<file path="src/rtl/pattern_frame_sequencer_if.sv">
// Host-side sync/mode inputs and per-pixel control outputs of the pattern frame sequencer.
interface pattern_frame_sequencer_if #(
  parameter int COL_W = 8,
  parameter int ROW_W = 8
);
  logic             f_sync;
  logic [2:0]       Mode;
  logic [1:0]       X;
  logic             pix_valid;
  logic [COL_W-1:0] col;
  logic [ROW_W-1:0] row;
  logic             newLine;
  logic             endLine;
  logic             endFrame;
  logic [1:0]       ValSel;
  logic [1:0]       Xmode;
  logic             cb_bit;
  logic [7:0]       ramp_val;
  logic             busy;
  logic [7:0]       frame_cnt;
  logic             overrun;

  modport master (
    output f_sync, Mode, X,
    input  pix_valid, col, row, newLine, endLine, endFrame,
           ValSel, Xmode, cb_bit, ramp_val, busy, frame_cnt, overrun
  );

  modport slave (
    input  f_sync, Mode, X,
    output pix_valid, col, row, newLine, endLine, endFrame,
           ValSel, Xmode, cb_bit, ramp_val, busy, frame_cnt, overrun
  );
endinterface

</file>
<file path="src/rtl/pattern_frame_sequencer.sv">
// Frame/line raster sequencer: starts a frame on f_sync, walks active pixels and
// horizontal blanking, and produces per-pixel control for the pattern datapath.
module pattern_frame_sequencer #(
  parameter int H_ACTIVE = 8,
  parameter int V_ACTIVE = 4,
  parameter int H_BLANK  = 2,
  parameter int COL_W    = 8,
  parameter int ROW_W    = 8
) (
  input logic clk,
  input logic rst,
  pattern_frame_sequencer_if.slave bus
);

  typedef enum logic [1:0] {ST_IDLE, ST_ACTIVE, ST_HBLANK} state_t;

  localparam int BLK_W = (H_BLANK > 1) ? $clog2(H_BLANK) : 1;
  localparam logic [COL_W-1:0] COL_LAST = COL_W'(H_ACTIVE - 1);
  localparam logic [ROW_W-1:0] ROW_LAST = ROW_W'(V_ACTIVE - 1);
  localparam logic [BLK_W-1:0] BLK_LAST = BLK_W'(H_BLANK - 1);

  state_t           state_q, state_d;
  logic [COL_W-1:0] col_q, col_d;
  logic [ROW_W-1:0] row_q, row_d;
  logic [7:0]       ramp_q, ramp_d;
  logic [2:0]       mode_q, mode_d;
  logic [1:0]       x_q, x_d;
  logic [BLK_W-1:0] blk_q, blk_d;
  logic [7:0]       frame_cnt_q, frame_cnt_d;
  logic             overrun_q, overrun_d;

  logic start_frame;
  logic line_last;
  logic last_row;
  logic blank_done;

  assign start_frame = (state_q == ST_IDLE) && bus.f_sync && (bus.Mode != 3'b000);
  assign line_last   = (col_q == COL_LAST);
  assign last_row    = (row_q == ROW_LAST);
  assign blank_done  = (blk_q == BLK_LAST);

  // State and datapath registers; reset clears everything including the latched mode.
  always_ff @(posedge clk or posedge rst) begin
    if (rst) begin
      state_q     <= ST_IDLE;
      col_q       <= '0;
      row_q       <= '0;
      ramp_q      <= '0;
      mode_q      <= '0;
      x_q         <= '0;
      blk_q       <= '0;
      frame_cnt_q <= '0;
      overrun_q   <= 1'b0;
    end else begin
      state_q     <= state_d;
      col_q       <= col_d;
      row_q       <= row_d;
      ramp_q      <= ramp_d;
      mode_q      <= mode_d;
      x_q         <= x_d;
      blk_q       <= blk_d;
      frame_cnt_q <= frame_cnt_d;
      overrun_q   <= overrun_d;
    end
  end

  // Raster state transitions: idle -> active line -> blanking -> next line or idle.
  always_comb begin
    state_d = state_q;
    case (state_q)
      ST_IDLE:   if (start_frame) state_d = ST_ACTIVE;
      ST_ACTIVE: if (line_last) state_d = ST_HBLANK;
      ST_HBLANK: if (blank_done) state_d = last_row ? ST_IDLE : ST_ACTIVE;
      default:   state_d = ST_IDLE;
    endcase
  end

  // Counters, ramp accumulator, mode latch, frame counter and sticky overrun flag.
  always_comb begin
    col_d       = col_q;
    row_d       = row_q;
    ramp_d      = ramp_q;
    mode_d      = mode_q;
    x_d         = x_q;
    blk_d       = blk_q;
    frame_cnt_d = frame_cnt_q;
    overrun_d   = overrun_q;
    if ((state_q != ST_IDLE) && bus.f_sync) overrun_d = 1'b1;
    case (state_q)
      ST_IDLE: begin
        if (start_frame) begin
          mode_d = bus.Mode;
          x_d    = bus.X;
          col_d  = '0;
          row_d  = '0;
          ramp_d = '0;
          blk_d  = '0;
        end
      end
      ST_ACTIVE: begin
        blk_d = '0;
        if (!line_last) col_d = col_q + 1'b1;
        if (mode_q == 3'b111) ramp_d = ramp_q + {6'd0, x_q} + 8'd1;
        if (line_last && last_row) frame_cnt_d = frame_cnt_q + 8'd1;
      end
      ST_HBLANK: begin
        if (blank_done) begin
          blk_d = '0;
          col_d = '0;
          if (last_row) begin
            row_d  = '0;
            ramp_d = '0;
          end else begin
            row_d = row_q + 1'b1;
          end
        end else begin
          blk_d = blk_q + 1'b1;
        end
      end
      default: ;
    endcase
  end

  // Per-pixel control outputs decoded from the current state and latched mode.
  always_comb begin
    bus.pix_valid = (state_q == ST_ACTIVE);
    bus.busy      = (state_q != ST_IDLE);
    bus.col       = col_q;
    bus.row       = row_q;
    bus.newLine   = (state_q == ST_ACTIVE) && (col_q == '0);
    bus.endLine   = (state_q == ST_ACTIVE) && line_last;
    bus.endFrame  = (state_q == ST_ACTIVE) && line_last && last_row;
    bus.Xmode     = x_q;
    bus.ramp_val  = ramp_q;
    bus.frame_cnt = frame_cnt_q;
    bus.overrun   = overrun_q;
    bus.ValSel    = 2'b00;
    bus.cb_bit    = 1'b0;
    case (mode_q)
      3'b010:                         bus.ValSel = 2'b01;
      3'b011, 3'b100, 3'b101, 3'b110: bus.ValSel = 2'b10;
      3'b111:                         bus.ValSel = 2'b11;
      default:                        bus.ValSel = 2'b00;
    endcase
    case (mode_q)
      3'b011:  bus.cb_bit = ~(col_q[0] ^ row_q[0]);
      3'b100:  bus.cb_bit = col_q[0] ^ row_q[0];
      3'b101:  bus.cb_bit = ~(col_q[1] ^ row_q[1]);
      3'b110:  bus.cb_bit = col_q[1] ^ row_q[1];
      default: bus.cb_bit = 1'b0;
    endcase
  end

endmodule
</file>
<file path="src/flat_wrapper.sv">
// flat-port wrapper written by rule: the top's interface ports become plain ports
module pattern_frame_sequencer_flat 
#(
  parameter int H_ACTIVE = 8,
  parameter int V_ACTIVE = 4,
  parameter int H_BLANK  = 2,
  parameter int COL_W    = 8,
  parameter int ROW_W    = 8
)
  (clk, rst, bus_f_sync, bus_Mode, bus_X, bus_pix_valid, bus_col, bus_row, bus_newLine, bus_endLine, bus_endFrame, bus_ValSel, bus_Xmode, bus_cb_bit, bus_ramp_val, bus_busy, bus_frame_cnt, bus_overrun);
  pattern_frame_sequencer_if #(.COL_W(COL_W), .ROW_W(ROW_W)) bus_i ();
  input logic clk;
  input logic rst;
  input wire logic [$bits(bus_i.f_sync)-1:0] bus_f_sync;
  input wire logic [$bits(bus_i.Mode)-1:0] bus_Mode;
  input wire logic [$bits(bus_i.X)-1:0] bus_X;
  output wire logic [$bits(bus_i.pix_valid)-1:0] bus_pix_valid;
  output wire logic [$bits(bus_i.col)-1:0] bus_col;
  output wire logic [$bits(bus_i.row)-1:0] bus_row;
  output wire logic [$bits(bus_i.newLine)-1:0] bus_newLine;
  output wire logic [$bits(bus_i.endLine)-1:0] bus_endLine;
  output wire logic [$bits(bus_i.endFrame)-1:0] bus_endFrame;
  output wire logic [$bits(bus_i.ValSel)-1:0] bus_ValSel;
  output wire logic [$bits(bus_i.Xmode)-1:0] bus_Xmode;
  output wire logic [$bits(bus_i.cb_bit)-1:0] bus_cb_bit;
  output wire logic [$bits(bus_i.ramp_val)-1:0] bus_ramp_val;
  output wire logic [$bits(bus_i.busy)-1:0] bus_busy;
  output wire logic [$bits(bus_i.frame_cnt)-1:0] bus_frame_cnt;
  output wire logic [$bits(bus_i.overrun)-1:0] bus_overrun;
  assign bus_i.f_sync = bus_f_sync;
  assign bus_i.Mode = bus_Mode;
  assign bus_i.X = bus_X;
  assign bus_pix_valid = bus_i.pix_valid;
  assign bus_col = bus_i.col;
  assign bus_row = bus_i.row;
  assign bus_newLine = bus_i.newLine;
  assign bus_endLine = bus_i.endLine;
  assign bus_endFrame = bus_i.endFrame;
  assign bus_ValSel = bus_i.ValSel;
  assign bus_Xmode = bus_i.Xmode;
  assign bus_cb_bit = bus_i.cb_bit;
  assign bus_ramp_val = bus_i.ramp_val;
  assign bus_busy = bus_i.busy;
  assign bus_frame_cnt = bus_i.frame_cnt;
  assign bus_overrun = bus_i.overrun;
  pattern_frame_sequencer #(.H_ACTIVE(H_ACTIVE), .V_ACTIVE(V_ACTIVE), .H_BLANK(H_BLANK), .COL_W(COL_W), .ROW_W(ROW_W)) u_core (.clk(clk), .rst(rst), .bus(bus_i));
endmodule
</file>
<file path="config.mk">
export PLATFORM = sky130hd
export DESIGN_NAME = pattern_frame_sequencer_flat
export DESIGN_NICKNAME = d
export VERILOG_FILES = /design/src/rtl/pattern_frame_sequencer_if.sv /design/src/rtl/pattern_frame_sequencer.sv /design/src/flat_wrapper.sv
export SDC_FILE = /design/constraint.sdc
export NUM_CORES = 1
export LEC_CHECK = 0
export ABC_AREA = 1
export CORE_MARGIN = 3
export CORE_UTILIZATION = 30
export CTS_CLUSTER_DIAMETER = 80
export DETAILED_ROUTE_END_ITERATION = 10
export HOLD_SLACK_MARGIN = 0.06
export PLACE_DENSITY = 0.61
export SYNTH_ARGS = -nofsm -noshare
export SYNTH_HDL_FRONTEND = slang
export SYNTH_SLANG_ARGS = --single-unit
</file>
<file path="constraint.sdc">
create_clock -name clk -period 3.3 [get_ports clk]
set_input_delay 0.66 -clock clk [delete_from_list [all_inputs] [get_ports clk]]
set_output_delay 0.66 -clock clk [all_outputs]
set_load 0.05 [all_outputs]
</file>
==> flow_metrics.tcl, run 1 <==
set metrics [dict create \
    nets 421 \
    crit_path_max_incr_delay_ps 810 \
    antenna_cells 0 \
    netlist_instances 350 \
    cts-root-buf "clkbuf_8" \
    cpMostUsedCell "nand2_1" \
    yosys_warnings 0 \
    synth_cell_type_count 28 \
    rows 32 \
    grt_max_degree 42 \
    swShare_pct 24.23 \
    die_w_um 97.24 \
    cp.arrival_ps 2460 \
    io_buffers 50 \
    p_switching_w 0.0002420 \
    seqPwrFrac_pct 51.0 \
    p_per_area_mw_per_mm2 309.8 \
    synth_top_area_cell "dfrtp_1" \
    hold_class "flip-flop to flip-flop" \
    final_common_cell "nand2_1" \
    yosysTopAreaCellShare_pct 41.08 \
    setup_violations 0 \
    grt_pass1_vias 2210 \
    viasPerCell 4.417 \
    syn_to_final_growth_pct 29.06 \
    cts_htree_levels 2 \
    timing.setup.critical_path_class "flip-flop to primary output" \
    outcome "completed" \
    remaining_drc_errors 0 \
    cts_buffers 5 \
    clk_latency_ps 300 \
    gp_congestion 0.8751 \
    rsz0062_at_grt "no" \
    die-area_mm2 0.009456 \
    maxCapViolations 0 \
    dp_hpwl_mm 4.295 \
    cpMaxStageDelayCell "clkdlybuf4s50_1" \
    wirelength_mm 5.740 \
    end_kind "primary output" \
    skew_ps 11.40 \
    max_freq_ghz 0.3203 \
    ctsResizeCount 0 \
    ant_nets 0 \
    grt_first_pass_wirelength_mm 10.19 \
    yosysSeqAreaShare_pct 41.08 \
    grt.overflow.total 0 \
    min_period_ps 3122 \
    num_io_pins 51 \
    synth_area_mm2 0.002497 \
    post_dp_cell_area_mm2 0.003108 \
    required_ps 2640 \
    clockBufferDepth 2 \
    power_frac_clock_pct 41.6 \
    cts_sinks 41 \
    worstPathCellList "ha_1, nand2_1, inv_1, nand2_1, nor2_4, nand2_1, nor2_2, clkdlybuf4s50_1" \
    cp-start-kind "flip-flop" \
    holdBufCountCts 0 \
    synth_seq_cells 41 \
    synth_area_per_cell_um2 7.135 \
    path_buf_inv 2 \
    finalMaxSlewViolations 0 \
    post_cts_buffers 0 \
    syn-num-nets 366 \
    timing.final.crit_share_pct 94.60 \
    holdWs_ps 484.0 \
    leakagePower_nw 1.589 \
    vias 2244 \
    relSlewSlack_pct 63.60 \
    antenna_found_initial 0 \
    die_h_um 97.24 \
    clkTransAtPathRegs_ps 90 \
    core_mm2 0.007888 \
    wl_per_cell_um 11.30 \
    firstDrtPassIters 4 \
    combPwrFrac_pct 7.4 \
    cts_tree "done" \
    crit_fanout 6 \
    grt.total_usage_pct 12.79 \
    fin_area_mm2 0.003223 \
    path_delay_family "buffers and inverters" \
    start_util_pct 31.66 \
    p_int_w 0.0007565 \
    finalHoldViolCount 0 \
    drt_iter0_drc 96 \
    tns_ps 0 \
    p_total_w 0.0009984 \
    drive_gt1_share_pct 7.389 \
    synth_area_leaders "dfrtp_1 41%, nand2_1 21%, inv_1 5.9%, nor2_1 5.7%, ha_1 3.5%" \
    final_util_pct 40.86 \
    peakVddDrop_mv 0.1868 \
    mostFrequentLayoutCells "139 x nand2_1, 50 x clkdlybuf4s50_1, 41 x dfrtp_1" \
    tightest_slew_ps 544.3 \
]
## stage by stage
stage | cells | worst slack, ps
after floorplan | 350 | 177.9
after global placement | 500 | 576.5
after detailed placement | 500 | 524.7
after CTS | 508 | 173.7
after global routing | 508 | 34.71
final | 508 | 178.2
## state kept, by name, summed over array words and instances, names as in the netlist
register and count:
u_core.bus.overrun 1, u_core.bus.row 8, u_core.blank_done 1, u_core.state_q 2, u_core.mode_q 3, u_core.bus.col 8
u_core.bus.Xmode 2, u_core.bus.frame_cnt 8, u_core.bus.ramp_val 8
## synth_stat cells
master / instances
nand4_1: 1
nor2_4: 3
nand3_1: 15
inv_1: 39
nand2_2: 7
buf_2: 2
a21oi_1: 5
nor2_1: 38
nand2_1: 139
ha_1: 7
o21ai_0: 6
o211ai_1: 2
dfrtp_1: 41
nand3_2: 1
buf_6: 2
nand3b_1: 1
fa_1: 1
o21bai_1: 3
or2_2: 1
o22ai_1: 1
xnor2_1: 7
nor3b_1: 1
nor4_1: 1
inv_2: 4
o21ai_1: 3
nor3_1: 6
xor2_1: 9
nor2_2: 4
## routing by layer
metal	vias up	part of all wire, %	global-route usage (%)
met5	-	0	0
met3	8	2.9	2.584
met1	1016	48	16.41
met4	0	1.9	3.940
met2	41	48	21.71
li1	1179	-	-
## layout make-up
type	instances	area, um2
Sequential cell	41	1026
Tap cell	102	127.6
Inverter	43	161.4
Timing Repair Buffer	52	515.5
Clock inverter	3	46.29
Fill cell	826	4664
Clock buffer	5	68.82
Multi-Input combinational cell	262	1277
## power groups by stage
| stage | registers [W] | logic (W) | clock network, W |
|---|---|---|---|
| detailed placement | 0.000519 | 0.0000760 | 0 |
| global route | 0.000510 | 0.0000829 | 0.000456 |
| CTS | 0.000509 | 0.0000760 | 0.000432 |
| floorplan | 0.000523 | 0.0000435 | 0 |
| finish | 0.000509 | 0.0000739 | 0.000416 |
| global placement | 0.000519 | 0.0000755 | 0 |
## path summary, 6_finish.rpt
| kind | startpoint | endpoint | slack (ps) | depth (start not counted) |
|---|---|---|---|---|
| max | u_core.bus.col[1] | bus_endFrame | 180 | 8 |
| min | u_core.bus.overrun | u_core.bus.overrun | 480 | 1 |
| max reg2reg | u_core.bus.ramp_val[0] | u_core.bus.ramp_val[6] | 1550 | 10 |
| min reg2reg | u_core.bus.overrun | u_core.bus.overrun | 480 | 1 |
| max in group asynchronous | rst | u_core.bus.row[6] | 2130 | 3 |
| min in group asynchronous | rst | u_core.bus.frame_cnt[5] | 800 | 3 |
## kinds of logic (layout without fill, tap and decap cells)
kind of cell	Yosys count	count (layout)	share of synthesized area (%)
compound gates	20	20	4.559
xor+xnor	16	16	5.611
fa+ha+maj	8	8	4.308
buf+inv	47	103	7.765
flops	41	41	41.08
simple gates	218	218	36.67
## worst register-to-register path, stage by stage (launching register included)
cell and delay (ps):
dfrtp_1 380, inv_1 70, ha_1 210, fa_1 410, nor2_1 230, nand2_1 80, nand2_1 60, nand2_1 50
nor2_1 80, nand2_1 60, nand2_1 70
No activity file was read; power rests on OpenSTA's default activity.
==> run 2, diff against run 1 <==
--- a/config.mk
+++ b/config.mk
@@ -6,6 +6,7 @@
 export NUM_CORES = 1
 export LEC_CHECK = 0
 export ABC_AREA = 1
+export CORE_ASPECT_RATIO = 2
 export CORE_MARGIN = 3
 export CORE_UTILIZATION = 30
 export CTS_CLUSTER_DIAMETER = 80
==> run 2 against run 1 <==
Global-route usage up 1.6 points; critical path depth unchanged; largest cell class unchanged; wire length up 8.7%; fmax up 0.64%; total power up 17%; sequential power about the same; clock power up 39%.
==> flow_metrics.tcl, run 2 (synthesis results as in run 1) <==
set metrics [dict create \
    grt_max_degree 42 \
    cp-start-kind "flip-flop" \
    clkTransAtPathRegs_ps 60 \
    die-area_mm2 0.009522 \
    cts-root-buf "clkbuf_16" \
    ctsResizeCount 0 \
    cts_sinks 41 \
    reg2reg_to "u_core.bus.ramp_val[4]" \
    relSlewSlack_pct 63.04 \
    gp_congestion 0.8079 \
    nets 421 \
    io_buffers 50 \
    hold_class "flip-flop to flip-flop" \
    cts_buffers 5 \
    grt_pass1_vias 2290 \
    antenna_found_initial 0 \
    drt_iter0_drc 92 \
    dr_wl_met3_um 249 \
    tns_ps 0 \
    holdBufCountCts 0 \
    crit_end "bus_endFrame" \
    place_ws_ps 498.3 \
    cts_tree "done" \
    grt.total_usage_pct 14.37 \
    grt_first_pass_wirelength_mm 10.86 \
    firstDrtPassIters 4 \
    tightest_slew_ps 554.5 \
    end_kind "primary output" \
    timing.final.crit_share_pct 94.00 \
    die_h_um 135.0 \
    rsz0062_at_grt "no" \
    post_cts_buffers 0 \
    holdWs_ps 495.9 \
    peakVddDrop_mv 0.1955 \
    rows 46 \
    drive_gt1_share_pct 7.143 \
    crit_start "u_core.bus.col[1]" \
    met2_length_mm 3.527 \
    antenna_cells 0 \
    p_per_area_mw_per_mm2 355.8 \
    crit_fanout 6 \
    nFillCells 815 \
    final_util_pct 40.91 \
    clk_latency_ps 290 \
    remaining_drc_errors 0 \
    r2r_slack_ps 1550 \
    wl_per_cell_um 12.42 \
    dp_hpwl_mm 4.790 \
    core_mm2 0.008000 \
    die_w_um 70.52 \
    finalHoldViolCount 0 \
    reg2reg_from "u_core.bus.ramp_val[0]" \
    num_io_pins 51 \
    vias 2334 \
    ant_nets 0 \
    finalMaxSlewViolations 0 \
    timing.setup.critical_path_class "flip-flop to primary output" \
    required_ps 2640 \
    met1Wirelength_mm 2.317 \
    min_period_ps 3102 \
    timing.final.ws_setup_ps 198.1 \
    maxCapViolations 0 \
    viasPerCell 4.649 \
    wirelength_mm 6.237 \
    max_freq_ghz 0.3224 \
    outcome "completed" \
    leakagePower_nw 1.619 \
    skew_ps 7.198 \
    cp.arrival_ps 2440 \
    grt.overflow.total 0 \
    r2r_cells 8 \
    mostFrequentLayoutCells "139 x nand2_1, 50 x clkdlybuf4s50_1, 41 x dfrtp_1" \
    start_util_pct 31.22 \
    cts_htree_levels 2 \
    syn_to_final_growth_pct 31.06 \
    final_common_cell "nand2_1" \
    top_layer "met4" \
    setup_violations 0 \
    clockBufferDepth 2 \
]
==> run 2: cell types whose count changed in the layout (fill, tap and decap cells not counted) <==
cell,previous run,this run
clkbuf_8,5,1
clkinv_4,1,0
clkbuf_16,0,5
clkinvlp_4,1,0
clkbuf_1,0,1
==> run 2: per-layer routing <==
| layer | vias up | GRT usage (%) |
|---|---|---|
| met5 | - | 0 |
| met4 | 0 | 6.397 |
| met3 | 9 | 2.757 |
| met2 | 48 | 27.09 |
| met1 | 1094 | 14.96 |
| li1 | 1183 | - |
==> run 2: worst min-delay path by stage <==
stage	start	endpoint	slack [ps]	depth (start not counted)
floorplan	u_core.mode_q[0]	u_core.mode_q[0]	500	2
global placement	u_core.bus.overrun	u_core.bus.overrun	510	1
detailed placement	u_core.bus.overrun	u_core.bus.overrun	490	1
CTS	u_core.bus.overrun	u_core.bus.overrun	510	1
global route	u_core.bus.overrun	u_core.bus.overrun	530	1
finish	u_core.bus.overrun	u_core.bus.overrun	500	1
==> run 2: area by class of cell <==
class                   instances  area, um2  share of cell area, %
inverters                      43      161.4                  4.931
clock inverters                 1      30.03                 0.9174
repair buffers                 52      515.5                  15.75
well taps                      96      120.1                  3.670
clock buffers                   7      142.6                  4.358
multi-input cells             262       1277                  39.03
flip-flops and latches         41       1026                  31.35
==> run 2: metrics by stage <==
stage / cells / instance area (um2) / total power [W]
global placement: 494 / 3100 / 0.0005951
finish: 502 / 3273 / 0.001165
floorplan: 350 / 2497 / 0.0005665
global route: 502 / 3273 / 0.001209
CTS: 502 / 3273 / 0.001183
detailed placement: 494 / 3100 / 0.0005957
==> run 2: worst max-delay path: stages, from the launching register on <==
cell,delay (ps)
dfrtp_1,450
ha_1,210
nand2_1,70
inv_1,100
nand2_1,90
nor2_4,150
nand2_1,140
nor2_2,130
clkdlybuf4s50_1,810
==> run 2: power by group <==
group | total [W] | switching [W] | internal (W) | leakage (nW)
Clock | 0.000580 | 0.000202 | 0.000378 | 0.0841
Sequential | 0.000510 | 0.00000371 | 0.000506 | 0.552
Combinational | 0.0000744 | 0.0000500 | 0.0000244 | 0.983
==> run 3, diff against run 2 <==
--- a/config.mk
+++ b/config.mk
@@ -6,6 +6,7 @@
 export NUM_CORES = 1
 export LEC_CHECK = 0
 export ABC_AREA = 1
+export ABC_CLOCK_PERIOD_IN_PS = 3300
 export CORE_ASPECT_RATIO = 2
 export CORE_MARGIN = 3
 export CORE_UTILIZATION = 30
@@ -13,6 +14,7 @@
 export DETAILED_ROUTE_END_ITERATION = 10
 export HOLD_SLACK_MARGIN = 0.06
 export PLACE_DENSITY = 0.61
+export SKIP_LAST_GASP = 1
 export SYNTH_ARGS = -nofsm -noshare
 export SYNTH_HDL_FRONTEND = slang
 export SYNTH_SLANG_ARGS = --single-unit
==> results of run 3 <==
Final layout, timing and power as in run 2 (identical DEF).
